**src/rtl/jam_cost_table_if.sv**
```systemverilog
// Cost-table port bundle: load stream, reload pulse, and the solver's lookup path.
// The checksum signal exists only when JAM_COST_CHECKSUM_EN is defined.
interface jam_cost_table_if #(
    parameter int COST_W = 7,
    parameter int IDX_W  = 3
);
    logic                  in_valid;
    logic [COST_W-1:0]     in_data;
    logic                  in_ready;
    logic                  reload;
    logic                  table_ready;
    logic [IDX_W-1:0]      W;
    logic [IDX_W-1:0]      J;
    logic [COST_W-1:0]     Cost;
`ifdef JAM_COST_CHECKSUM_EN
    logic [COST_W+2*IDX_W-1:0] checksum;
`endif

    modport master (
        output in_valid, in_data, reload, W, J,
        input  in_ready, table_ready, Cost
`ifdef JAM_COST_CHECKSUM_EN
        , input checksum
`endif
    );

    modport slave (
        input  in_valid, in_data, reload, W, J,
        output in_ready, table_ready, Cost
`ifdef JAM_COST_CHECKSUM_EN
        , output checksum
`endif
    );
endinterface

```
**src/rtl/jam_cost_table.sv**
```systemverilog
// Register-based NxN cost-matrix store loaded row-major; combinational lookup once full.
// Latency: lookup 0 cycles; table serves on the cycle after the last accepted beat.
// Backpressure: in_ready=1 only while loading; optional checksum via JAM_COST_CHECKSUM_EN.
module jam_cost_table #(
    parameter int COST_W = 7,
    parameter int IDX_W  = 3
) (
    input  logic            CLK,
    input  logic            RST,
    jam_cost_table_if.slave bus
);
    localparam int PTR_W   = 2 * IDX_W;
    localparam int ENTRIES = 1 << PTR_W;
    localparam logic [PTR_W-1:0] LAST_PTR = PTR_W'(ENTRIES - 1);

    typedef enum logic {LOAD, SERVE} state_t;

    state_t            state, state_nxt;
    logic [PTR_W-1:0]  wptr;
    logic [COST_W-1:0] mem [ENTRIES];
    logic              in_ready, table_ready, accept, write_en;

    always_ff @(posedge CLK or posedge RST) begin
        if (RST) state <= LOAD;
        else     state <= state_nxt;
    end

    // reload overrides a coincident beat: that beat is neither written nor counted
    always_comb begin
        state_nxt   = state;
        in_ready    = 1'b0;
        table_ready = 1'b0;
        case (state)
            LOAD:  in_ready    = 1'b1;
            SERVE: table_ready = 1'b1;
            default: ;
        endcase
        accept   = bus.in_valid && in_ready;
        write_en = accept && !bus.reload;
        if (bus.reload)
            state_nxt = LOAD;
        else if (accept && wptr == LAST_PTR)
            state_nxt = SERVE;
    end

    always_ff @(posedge CLK or posedge RST) begin
        if (RST) begin
            wptr <= '0;
            for (int i = 0; i < ENTRIES; i++) mem[i] <= '0;
        end else if (bus.reload) begin
            wptr <= '0;
        end else if (write_en) begin
            mem[wptr] <= bus.in_data;
            wptr      <= wptr + 1'b1;
        end
    end

    assign bus.in_ready    = in_ready;
    assign bus.table_ready = table_ready;
    assign bus.Cost        = table_ready ? mem[{bus.W, bus.J}] : '0;

`ifdef JAM_COST_CHECKSUM_EN
    localparam int SUM_W = COST_W + PTR_W;
    logic [SUM_W-1:0] sum;

    always_ff @(posedge CLK or posedge RST) begin
        if (RST)           sum <= '0;
        else if (bus.reload) sum <= '0;
        else if (write_en) sum <= sum + SUM_W'(bus.in_data);
    end

    assign bus.checksum = sum;
`endif
endmodule

```
**src/flat_wrapper.sv**
```systemverilog
// flat-port wrapper written by rule: the top's interface ports become plain ports
module jam_cost_table_flat 
#(
    parameter int COST_W = 7,
    parameter int IDX_W  = 3
)
  (CLK, RST, bus_in_valid, bus_in_data, bus_reload, bus_W, bus_J, bus_in_ready, bus_table_ready, bus_Cost);
  jam_cost_table_if #(.COST_W(COST_W), .IDX_W(IDX_W)) bus_i ();
  input  logic CLK;
  input  logic RST;
  input wire logic [$bits(bus_i.in_valid)-1:0] bus_in_valid;
  input wire logic [$bits(bus_i.in_data)-1:0] bus_in_data;
  input wire logic [$bits(bus_i.reload)-1:0] bus_reload;
  input wire logic [$bits(bus_i.W)-1:0] bus_W;
  input wire logic [$bits(bus_i.J)-1:0] bus_J;
  output wire logic [$bits(bus_i.in_ready)-1:0] bus_in_ready;
  output wire logic [$bits(bus_i.table_ready)-1:0] bus_table_ready;
  output wire logic [$bits(bus_i.Cost)-1:0] bus_Cost;
  assign bus_i.in_valid = bus_in_valid;
  assign bus_i.in_data = bus_in_data;
  assign bus_i.reload = bus_reload;
  assign bus_i.W = bus_W;
  assign bus_i.J = bus_J;
  assign bus_in_ready = bus_i.in_ready;
  assign bus_table_ready = bus_i.table_ready;
  assign bus_Cost = bus_i.Cost;
  jam_cost_table #(.COST_W(COST_W), .IDX_W(IDX_W)) u_core (.CLK(CLK), .RST(RST), .bus(bus_i));
endmodule
```
**config.mk**
```make
export PLATFORM = sky130hd
export DESIGN_NAME = jam_cost_table_flat
export DESIGN_NICKNAME = d
export VERILOG_FILES = /design/src/rtl/jam_cost_table_if.sv /design/src/rtl/jam_cost_table.sv /design/src/flat_wrapper.sv
export SDC_FILE = /design/constraint.sdc
export NUM_CORES = 1
export LEC_CHECK = 0
export CORE_ASPECT_RATIO = 1.1
export CORE_UTILIZATION = 25
export CTS_CLUSTER_DIAMETER = 30
export DETAILED_ROUTE_END_ITERATION = 8
export PLACE_DENSITY = 0.44
export SYNTH_ARGS = -nofsm -noshare
export SYNTH_HDL_FRONTEND = slang
export SYNTH_SLANG_ARGS = --single-unit
```
**constraint.sdc**
```tcl
create_clock -name CLK -period 26.7 [get_ports CLK]
set_input_delay 8.01 -clock CLK [delete_from_list [all_inputs] [get_ports CLK]]
set_output_delay 8.01 -clock CLK [all_outputs]
set_load 0.02 [all_outputs]
```
; ---- Yosys cells after proc, flatten, opt, wreduce, memory -nomap -nowiden
; Index checks and enable logic that the tools add are counted.
[totals]
reg_bits = 455
wordCells = 95
[classes]
addsub = 1
n_lt_le_gt_ge = 3
eq_ne = 1
mux = 13
bitwise_logic = 3
n_reduce_logical = 8
[op_table]
columns = op, n
row1 = $bwmux 448, 1
row2 = $bmux 7 s6, 1
row3 = $demux 7 s6, 1
row4 = $mux 7, 4
row5 = $ge 7x7->1 const B, 2
row6 = $not 6->7, 2
row7 = $mux 6, 2
row8 = $lt 7x1->1 const B, 1
row9 = $add 6x1->6 const B, 1
row10 = $eq 6x6->1 const B, 1
row11 = $logic_and 1x1->1, 4
row12 = $mux 1, 4
row13 = $reduce_bool 2->1, 2
row14 = $reduce_and 2->1, 1
row15 = $logic_not 1->1, 1
row16 = $not 1->1, 1

; ---- Depth between registers and ports, before layout
[logic_depth]
depth_word = 6
depth_mapped = 9
mapped_depth_nobuf = 5

; ---- Worst setup path before layout
; Ideal clock, no wire load.
[synth_timing]
kind = input -> output
start = input port bus_J[1]
end = output port bus_Cost[1]
arrival_ns = 10.070
setup_slack_ns = 8.620
cell_stages = 9
path_buffers = 4
path_cell_list = buf_2 > buf_4 > buf_2 > buf_4 > mux4_2 > nand2_1 > a21oi_1 > a21oi_1 > o311ai_0
[synth_between]
elab_chain_len = 5
[synth_lines]
columns = element, line_no
row1 = from (decl), flat_wrapper.sv:15  ; input wire logic [$bits(bus_i.J)-1:0] bus_J;
row2 = $not 6->7 (implied by the code), jam_cost_table.sv:60  ; assign bus.Cost = table_ready ? mem[{bus.W, bus.J}] : '0;
row3 = $bmux 7 s6, jam_cost_table.sv:60
row4 = $mux 7 (implied by the code) (2 in a row), jam_cost_table.sv:60
row5 = $mux 7, jam_cost_table.sv:60
row6 = to (decl), flat_wrapper.sv:18  ; output wire logic [$bits(bus_i.Cost)-1:0] bus_Cost;
; No other way between the ends. The select of a mux whose other input is x is not followed.

; ---- Worst setup path in the final report
; Ends and elaborated chain as after synthesis.

==> metrics.cfg <==
[setup_path]
crit_path_end_kind=output port
critPathSlowestCell=buf_4
max_stage_delay_ps=730
cp.required_ps=18690
path_cells=buf_6 > buf_4 > buf_4 > mux4_2 > mux4_2 > nand4_1 > o311ai_0 > clkdlybuf4s50_1
path_max_fanout=45
worst_setup_path_start_kind=input pin
cp_num_buf_inv=4
crit_family=buffers and inverters
timing_worst_setup_path_type=in2out
worst_ep_arrival_time_ps=11880

[detailed_routing]
drc=0
routedWlPerCell_um=22.7
wl_um=58700
wl_met2_um=28100
route.vias.total=12234
via_per_inst=4.74
first_pass_iters=5
drtIter0Drc=633
met3_length_um=3020
routed.top_layer=met5
antenna_left=0
drt-met1-wl_um=26100

[power]
ir_drop_mv=0.0400
p_leak_nw=12.2
p_per_area_nw_per_um2=81.2

[clock_tree]
cts_tree=yes
post-cts-setup-buffer-count=0
h-tree-depth=3
holdBufCountCts=0
numCtsBuffers=106
clk_pin_slew_ps=40
clock_sinks=455
worst_skew_pair.late_latency_ps=640
cts-resized-gates=0
cts_root_buf=clkbuf_16
cts_buffer_depth=3

[run_status]
status=finished clean

[finish]
antenna_cells=0
synthToLayoutAreaGrowth_pct=23.6
fin_util_pct=31.2
area.sequential_um2=11400
multi_input_area_um2=9180
final_area_um2=26000
final_layout_size_suffix_gt1_share_pct=55.0
final_nets=1439
fill_cells=8215

[sta]
hold_viol=0
fin_setup_tns_ps=0
drv_slew=0
grt_setup_unrepaired=false
whs_ps=495
tightest_slew_ps=1120
setup_viol=0
max_freq_mhz=50.3
final.period_utilization_pct=74.5
layout_min_cycle_time_ps=19890
clock_skew_ps=28.6
max_slew_margin_pct=25.4

[floorplanning]
die_height_um=306
coreArea_um2=83300
ioPinCount=26
rows=111
initial_utilization_pct=25.3
design.die.area_um2=85400
die_w_um=279

[global_route]
track_usage_pct=14.1
grt_start_max_net_pins=165
grt_pass1_wl_um=89700
grt_pass1_vias=13229
grt_overflow=0
antenna_found_initial=2

[yosys]
synth_xor_area_share_pct=0.166
synth-edff-count=0
synth_compound_gate_area_share_pct=1.90
syn_area_um2=21000
ys.flop_type=dfrtp_1
synthAdderAreaFrac_pct=0.0594
yosys.area_share.simple_pct=4.18
synth_nets=1389
synthArstFlopShare_pct=100
yosysWarnings=0
synth_top_family_by_area=multiplexers
synth_area_per_cell_um2=15.4
synth.area.mux_share_pct=37.3
yosysUniqueCellTypes=48
yosysSeqAreaShare_pct=54.1
ys_ff_latch=455
syn_inst=1371

[placed_design]
dp_hpwl_um=36100
place_congestion=0.763
placed_area_um2=22300
portBuffers=25

[worst_hold_path]
hold_class=reg2reg

[job]
drv_cap=0

-- state kept, by name (all words and copies together), names as in the netlist --
register and count:
u_core.state 1, u_core.wptr 6, u_core.mem 448
-- Yosys cell counts (6+ instances only) --
library cell	instances	area [um2]
a211oi_1	6	45.0
a21oi_1	11	55.1
buf_1	13	48.8
buf_2	15	75.1
buf_4	12	90.1
clkbuf_1	63	236
dfrtp_1	455	11400
mux2_2	451	5080
mux2i_1	8	80.1
mux4_2	119	2680
nand2_1	48	180
nand2_2	20	125
nand2b_1	6	37.5
nand3_1	7	35.0
nor2_1	28	105
nor2_2	7	43.8
nor2b_1	11	68.8
o211ai_1	9	67.6
o21ai_0	14	70.1
o22ai_1	8	50.1
-- path summary, 6_finish.rpt --
kind / from / end / slack, ps / cells after the start
max: bus_J[1] / bus_Cost[1] / 6810 / 8
min: u_core.mem[413] / u_core.mem[413] / 490 / 1
max reg2reg: u_core.state / u_core.mem[64] / 23550 / 5
min reg2reg: u_core.mem[413] / u_core.mem[413] / 490 / 1
max in group asynchronous: RST / u_core.mem[71] / 16120 / 4
min in group asynchronous: RST / u_core.mem[138] / 8020 / 2
-- logic make-up (layout without fill, tap and decap cells) --
| kind of cell | Yosys count | count (layout) |
|---|---|---|
| buffers and inverters | 108 | 245 |
| muxes | 579 | 579 |
| DFF | 455 | 455 |
| and+or+nand+nor | 163 | 163 |
| adders and majority gates | 1 | 1 |
| xor gates and xnor gates | 4 | 4 |
| AOI/OAI and AO/OA | 61 | 61 |
-- power breakdown --
part           switching [mW]  leakage [nW]  internal, mW
clock                   0.407          1.81         0.909
combinational          0.0534          4.04        0.0300
sequential            0.00734          6.32         0.706
-- through the flow --
stage,std cells,power [mW],setup slack [ps]
floorplan,1371,0.782,6010
global placement,2386,0.809,6760
detailed placement,2386,0.810,6710
CTS,2581,2.15,6700
global route,2581,2.19,6590
finish,2581,2.11,6810
-- layer usage --
layer | up-vias | global-route usage (%)
li1 | 5258 | -
met1 | 6597 | 18.5
met2 | 290 | 22.5
met3 | 85 | 3.37
met4 | 4 | 5.24
met5 | - | 0
-- final cells by class --
type,instances,area share [%]
well taps,1073,5.16
flip-flops and latches,455,43.8
repair buffers,47,1.50
clock buffers,137,11.5
inverters,3,0.0721
multi-input cells,808,35.3
clock inverters,58,2.73
-- placed cells by master, fill, tap and decap left out, types with 5 or more instances in the layout --
cell type and count:
inv_6 10, bufinv_16 13, nand2_1 48, clkdlybuf4s50_1 15, nor2_2 7, nor2_1 28, clkbuf_16 107, nand3_1 7
clkinv_4 5, clkinv_2 20, mux4_2 119, buf_4 21, dfrtp_1 455, o211ai_1 9, o22ai_1 8, nand2_2 20
clkbuf_8 20, buf_2 8, mux2_2 451, clkbuf_1 10, o21ai_0 14, mux2i_1 8, a21oi_1 11, nor2b_1 11
a211oi_1 6, clkinvlp_4 9, nand2b_1 6
(Power assumes the default switching activity.)
